### src/rtl/uart_rx_frame_counter.sv
// Edge/bit timing engine for the UART receiver: counts oversampling edges per bit
// and bits per frame, and decodes sample strobes plus bit/frame completion pulses.
module uart_rx_frame_counter #(
    parameter int DATA_W  = 8,
    parameter int PRESC_W = 6
) (
    input  logic               clk,
    input  logic               rst,
    input  logic               enable,
    input  logic               par_en,
    input  logic               stop2,
    input  logic [PRESC_W-1:0] prescale,
    output logic [PRESC_W-1:0] edge_cnt,
    output logic [3:0]         bit_cnt,
    output logic               sample_stb,
    output logic [1:0]         sample_idx,
    output logic               bit_done,
    output logic               frame_done,
    output logic               cfg_err
);

    typedef enum logic [1:0] {
        ST_IDLE  = 2'd0,
        ST_COUNT = 2'd1,
        ST_ERR   = 2'd2
    } state_t;

    state_t             state_q, state_d;
    logic [PRESC_W-1:0] edge_q, edge_d;
    logic [3:0]         bit_q, bit_d;
    logic [PRESC_W-1:0] p_q, p_d;
    logic [3:0]         n_q, n_d;
    logic               cfg_err_q, cfg_err_d;

    logic               presc_ok;
    logic [3:0]         n_calc;
    logic               last_edge;
    logic               last_bit;
    logic               in_count;
    logic [PRESC_W-1:0] mid;

    // Start + data + optional parity + one or two stop bits.
    assign n_calc    = 4'(DATA_W + 2) + {3'b000, par_en} + {3'b000, stop2};
    assign presc_ok  = (prescale >= PRESC_W'(4));
    assign last_edge = (edge_q == p_q - PRESC_W'(1));
    assign last_bit  = (bit_q == n_q - 4'd1);
    assign in_count  = (state_q == ST_COUNT);
    assign mid       = p_q >> 1;

    always_comb begin
        state_d   = state_q;
        edge_d    = edge_q;
        bit_d     = bit_q;
        p_d       = p_q;
        n_d       = n_q;
        cfg_err_d = cfg_err_q;
        case (state_q)
            ST_IDLE: begin
                edge_d = '0;
                bit_d  = '0;
                if (enable) begin
                    if (presc_ok) begin
                        state_d = ST_COUNT;
                        p_d     = prescale;
                        n_d     = n_calc;
                    end else begin
                        state_d   = ST_ERR;
                        cfg_err_d = 1'b1;
                    end
                end
            end
            ST_COUNT: begin
                // A dropped enable wins over any wrap on the same edge.
                if (!enable) begin
                    state_d = ST_IDLE;
                    edge_d  = '0;
                    bit_d   = '0;
                end else if (last_edge) begin
                    edge_d = '0;
                    if (last_bit) begin
                        bit_d = '0;
                        if (presc_ok) begin
                            p_d = prescale;
                            n_d = n_calc;
                        end else begin
                            state_d   = ST_ERR;
                            cfg_err_d = 1'b1;
                        end
                    end else begin
                        bit_d = bit_q + 4'd1;
                    end
                end else begin
                    edge_d = edge_q + PRESC_W'(1);
                end
            end
            ST_ERR: begin
                edge_d = '0;
                bit_d  = '0;
                if (!enable) begin
                    state_d   = ST_IDLE;
                    cfg_err_d = 1'b0;
                end
            end
            default: begin
                state_d   = ST_IDLE;
                edge_d    = '0;
                bit_d     = '0;
                cfg_err_d = 1'b0;
            end
        endcase
    end

    always_ff @(posedge clk or posedge rst) begin
        if (rst) begin
            state_q   <= ST_IDLE;
            edge_q    <= '0;
            bit_q     <= '0;
            p_q       <= '0;
            n_q       <= '0;
            cfg_err_q <= 1'b0;
        end else begin
            state_q   <= state_d;
            edge_q    <= edge_d;
            bit_q     <= bit_d;
            p_q       <= p_d;
            n_q       <= n_d;
            cfg_err_q <= cfg_err_d;
        end
    end

    // Three sample points centred on floor(P/2); legal P >= 4 keeps them inside the bit.
    always_comb begin
        sample_stb = 1'b0;
        sample_idx = 2'd0;
        if (in_count) begin
            if (edge_q == mid - PRESC_W'(1)) begin
                sample_stb = 1'b1;
                sample_idx = 2'd0;
            end else if (edge_q == mid) begin
                sample_stb = 1'b1;
                sample_idx = 2'd1;
            end else if (edge_q == mid + PRESC_W'(1)) begin
                sample_stb = 1'b1;
                sample_idx = 2'd2;
            end
        end
    end

    assign edge_cnt   = edge_q;
    assign bit_cnt    = bit_q;
    assign bit_done   = in_count && last_edge;
    assign frame_done = bit_done && last_bit;
    assign cfg_err    = cfg_err_q;

endmodule
### config.mk
export PLATFORM = sky130hd
export DESIGN_NAME = uart_rx_frame_counter
export DESIGN_NICKNAME = d
export VERILOG_FILES = /design/src/rtl/uart_rx_frame_counter.sv
export SDC_FILE = /design/constraint.sdc
export NUM_CORES = 1
export LEC_CHECK = 0
export CAP_MARGIN = 5
export CORE_ASPECT_RATIO = 1.1
export CORE_MARGIN = 10
export CORE_UTILIZATION = 59
export CTS_CLUSTER_SIZE = 40
export DETAILED_ROUTE_END_ITERATION = 7
export GPL_TIMING_DRIVEN = 0
export PLACE_DENSITY = 0.85
export RECOVER_POWER = 50
export SLEW_MARGIN = 15
export SYNTH_ARGS = -nofsm -noshare
export SYNTH_HDL_FRONTEND = slang
export SYNTH_SLANG_ARGS = --single-unit
### constraint.sdc
create_clock -name clk -period 3.5 [get_ports clk]
set_input_delay 0.35 -clock clk [delete_from_list [all_inputs] [get_ports clk]]
set_output_delay 0.35 -clock clk [all_outputs]
set_load 0.05 [all_outputs]
==> impl_metrics.env <==
export IMPL_outcome="complete, no violations"
export IMPL_routedWlPerCell_um=17.8
export IMPL_setup_violations_final=0
export IMPL_rsz0062_at_grt="false"
export IMPL_hpwl_um=3960
export IMPL_crit_arrival_ps=2900
export IMPL_worst_pin_slew_ps=1060
export IMPL_syn_area_mm2=0.00196
export IMPL_ys_warn_count=0
export IMPL_grt_pass1_wl_um=9030
export IMPL_ys_flop_type="dfrtp_1"
export IMPL_min_path_type="reg2reg"
export IMPL_p_leak_nw=0.981
export IMPL_maxSlewViolCount=0
export IMPL_end_kind="output port"
export IMPL_num_fill_cells=255
export IMPL_cp_start_kind="flip-flop"
export IMPL_first_pass_iters=4
export IMPL_worstSetupPathType="reg2out"
export IMPL_synth_edf_count=0
export IMPL_clkTransAtPathRegs_ps=140
export IMPL_die_y_um=80.5
export IMPL_yosys_area_top_type="dfrtp_1"
export IMPL_dr_first_iter_drc_count=186
export IMPL_num_rows=21
export IMPL_grt_ovfl_total=0
export IMPL_use_met1=0.231
export IMPL_antenna_found_initial=0
export IMPL_grt_pass1_vias=1899
export IMPL_drv_cap=0
export IMPL_multi_input_area_mm2=0.00129
export IMPL_fp_dieArea_mm2=0.00604
export IMPL_cellPowerDensity_mw_per_mm2=328
export IMPL_tns_ps=0
export IMPL_clk_latency_ps=330
export IMPL_dieWidth_um=75
export IMPL_syn_inst=236
export IMPL_hold_viol_final=0
export IMPL_placedCellCount=296
export IMPL_syn_to_final_growth_pct=16.6
export IMPL_avgViaCountPerCell=6.56
export IMPL_ant_nets=0
export IMPL_fin_crit_ps=3250
export IMPL_port_buffers=26
export IMPL_placed_area_mm2=0.00227
export IMPL_synth_yosys_seq_area_share=0.293
export IMPL_fmax_ghz=0.308
export IMPL_num_vias=1967
export IMPL_period_share=0.928
export IMPL_ctsHoldBuffers=0
export IMPL_drive_above_1_share=0.0602
export IMPL_gp_routability_congestion=0.925
export IMPL_grtUsageMet3=0.0295
export IMPL_ios=27
export IMPL_use_met2=0.313
export IMPL_design_area_mm2=0.00229
export IMPL_cts_root_buf="clkbuf_4"
export IMPL_ys_ff_latch=23
export IMPL_synthTopCellsByArea="dfrtp_1 29%, xor2_1 5.8%, xnor2_1 5.4%"
export IMPL_synthDistinctLibCells=48
export IMPL_cts_tree="done"
export IMPL_grt_max_degree=24
export IMPL_clk_path_buf_depth=2
export IMPL_routed_wl_um=5350
export IMPL_seq_area_um2=576
export IMPL_final_util=0.732
export IMPL_cp_required_ps=3150
export IMPL_grt_busiest_layer="met2"
export IMPL_track_usage=0.185
export IMPL_syn_avg_cell_area_um2=8.32
export IMPL_cts_made_buffers=3
export IMPL_netlist_area_leader_share=0.293
export IMPL_core_area_mm2=0.00313
export IMPL_initial_utilization=0.628
export IMPL_async_reset_ff_frac=1.00
export IMPL_antennaDiodeCount=0
export IMPL_slew_headroom=0.284
export IMPL_drc_errors=0
export IMPL_critPathMaxFanout=7
export IMPL_htreeDepth=1
export IMPL_syn_nets=255
export IMPL_instances_no_fill=300
export IMPL_cts_sinks=23
export IMPL_ir_drop_v=0.000202
export IMPL_final_nets=286
export IMPL_fin_worst_skew_ps=6.06
==> path summary, 6_finish.rpt <==
kind                       startpoint  slack [ps]    endpoint  cells after the start
min reg2reg                state_q[0]         550  state_q[1]                      1
min in group asynchronous         rst         650  state_q[0]                      2
max reg2reg                    p_q[2]         870      p_q[4]                      9
max in group asynchronous         rst        2300      p_q[4]                      2
max                            p_q[1]         250  frame_done                      7
min                        state_q[0]         550  state_q[1]                      1
==> cell families (layout without fill, tap and decap cells) <==
| kind of cell | after synthesis | after routing | share of synthesized area |
|---|---|---|---|
| and+or+nand+nor | 101 | 101 | 0.282 |
| AOI/OAI and AO/OA | 52 | 52 | 0.186 |
| xor gates and xnor gates | 27 | 27 | 0.131 |
| buffers and inverters | 24 | 54 | 0.0516 |
| DFF | 23 | 23 | 0.293 |
| adders and majority gates | 8 | 8 | 0.0510 |
| muxes | 1 | 1 | 0.00510 |
==> registers in the layout, summed over array words and instances, names as in the netlist <==
signal    cells
state_q       2
cfg_err       1
edge_cnt      6
bit_cnt       4
n_q           4
p_q           6
==> through the flow <==
stage | power (mW) | worst slack [ps] | hold slack [ps]
after CTS | 0.750 | 30.3 | 552
after global placement | 0.608 | -92.7 | 525
after detailed placement | 0.617 | -156 | 529
after global routing | 0.796 | 64.2 | 583
final | 0.752 | 253 | 549
after floorplan | 0.538 | 269 | 352
==> placed cells by master, fill, tap and decap left out, types with 3 or more instances in the layout <==
cell / synthesis / final
and3_1: 7 / 7
and2_1: 5 / 5
or4_1: 5 / 5
buf_2: 3 / 3
o211ai_1: 5 / 5
ha_1: 8 / 8
o311ai_1: 4 / 4
clkbuf_1: 11 / 11
nor3_1: 13 / 13
o21ai_0: 11 / 11
nor2b_1: 4 / 4
a221oi_1: 5 / 5
or3_1: 3 / 3
dfrtp_1: 23 / 23
dlygate4sd3_1: 0 / 9
nand2_1: 16 / 16
inv_1: 9 / 9
o311a_1: 3 / 3
a21oi_1: 6 / 6
xor2_1: 13 / 13
nand4_1: 4 / 4
nor2_1: 16 / 16
nand3_1: 17 / 17
clkbuf_4: 0 / 3
a31oi_1: 7 / 6
clkdlybuf4s50_1: 0 / 15
xnor2_1: 12 / 12
==> timing repair <==
item	4_1_cts	5_1_grt
gates resized for setup	3	5
setup buffers	0	0
endpoints found under the setup margin	2	2
==> critical path, cell delays in order (launching register included) <==
cell and delay [ps]:
dfrtp_1 490, inv_1 150, ha_1 240, or3_1 400, a31oi_2 470, nand2_1 270
nor3_1 230, clkbuf_2 310
==> Yosys cell counts (all sizes together) (6+ instances only) <==
master,number
xor2,13
inv,9
nor3,15
xnor2,13
nand3,17
nor2,16
and3,7
a31oi,7
a21oi,6
ha,8
dfrtp,23
nand2,16
clkbuf,11
o21ai,11
==> where the power goes <==
part	switching [mW]	internal, mW
Sequential	0.0301	0.285
Clock	0.0911	0.0430
Combinational	0.182	0.121
Total	0.303	0.449
==> final cells by class <==
cell class / instances / share of cell area
Clock inverter: 1 / 0.00219
Buffer: 15 / 0.0295
Multi-Input combinational cell: 189 / 0.564
Inverter: 9 / 0.0148
Clock buffer: 3 / 0.00984
Sequential cell: 23 / 0.251
Timing Repair Buffer: 26 / 0.109
Tap cell: 34 / 0.0186
==> metal layers <==
layer	wire length [um]	vias up
met5	0	-
met4	91	0
met3	363	9
met2	2730	64
met1	2160	955
li1	-	939
(Power assumes the default switching activity.)
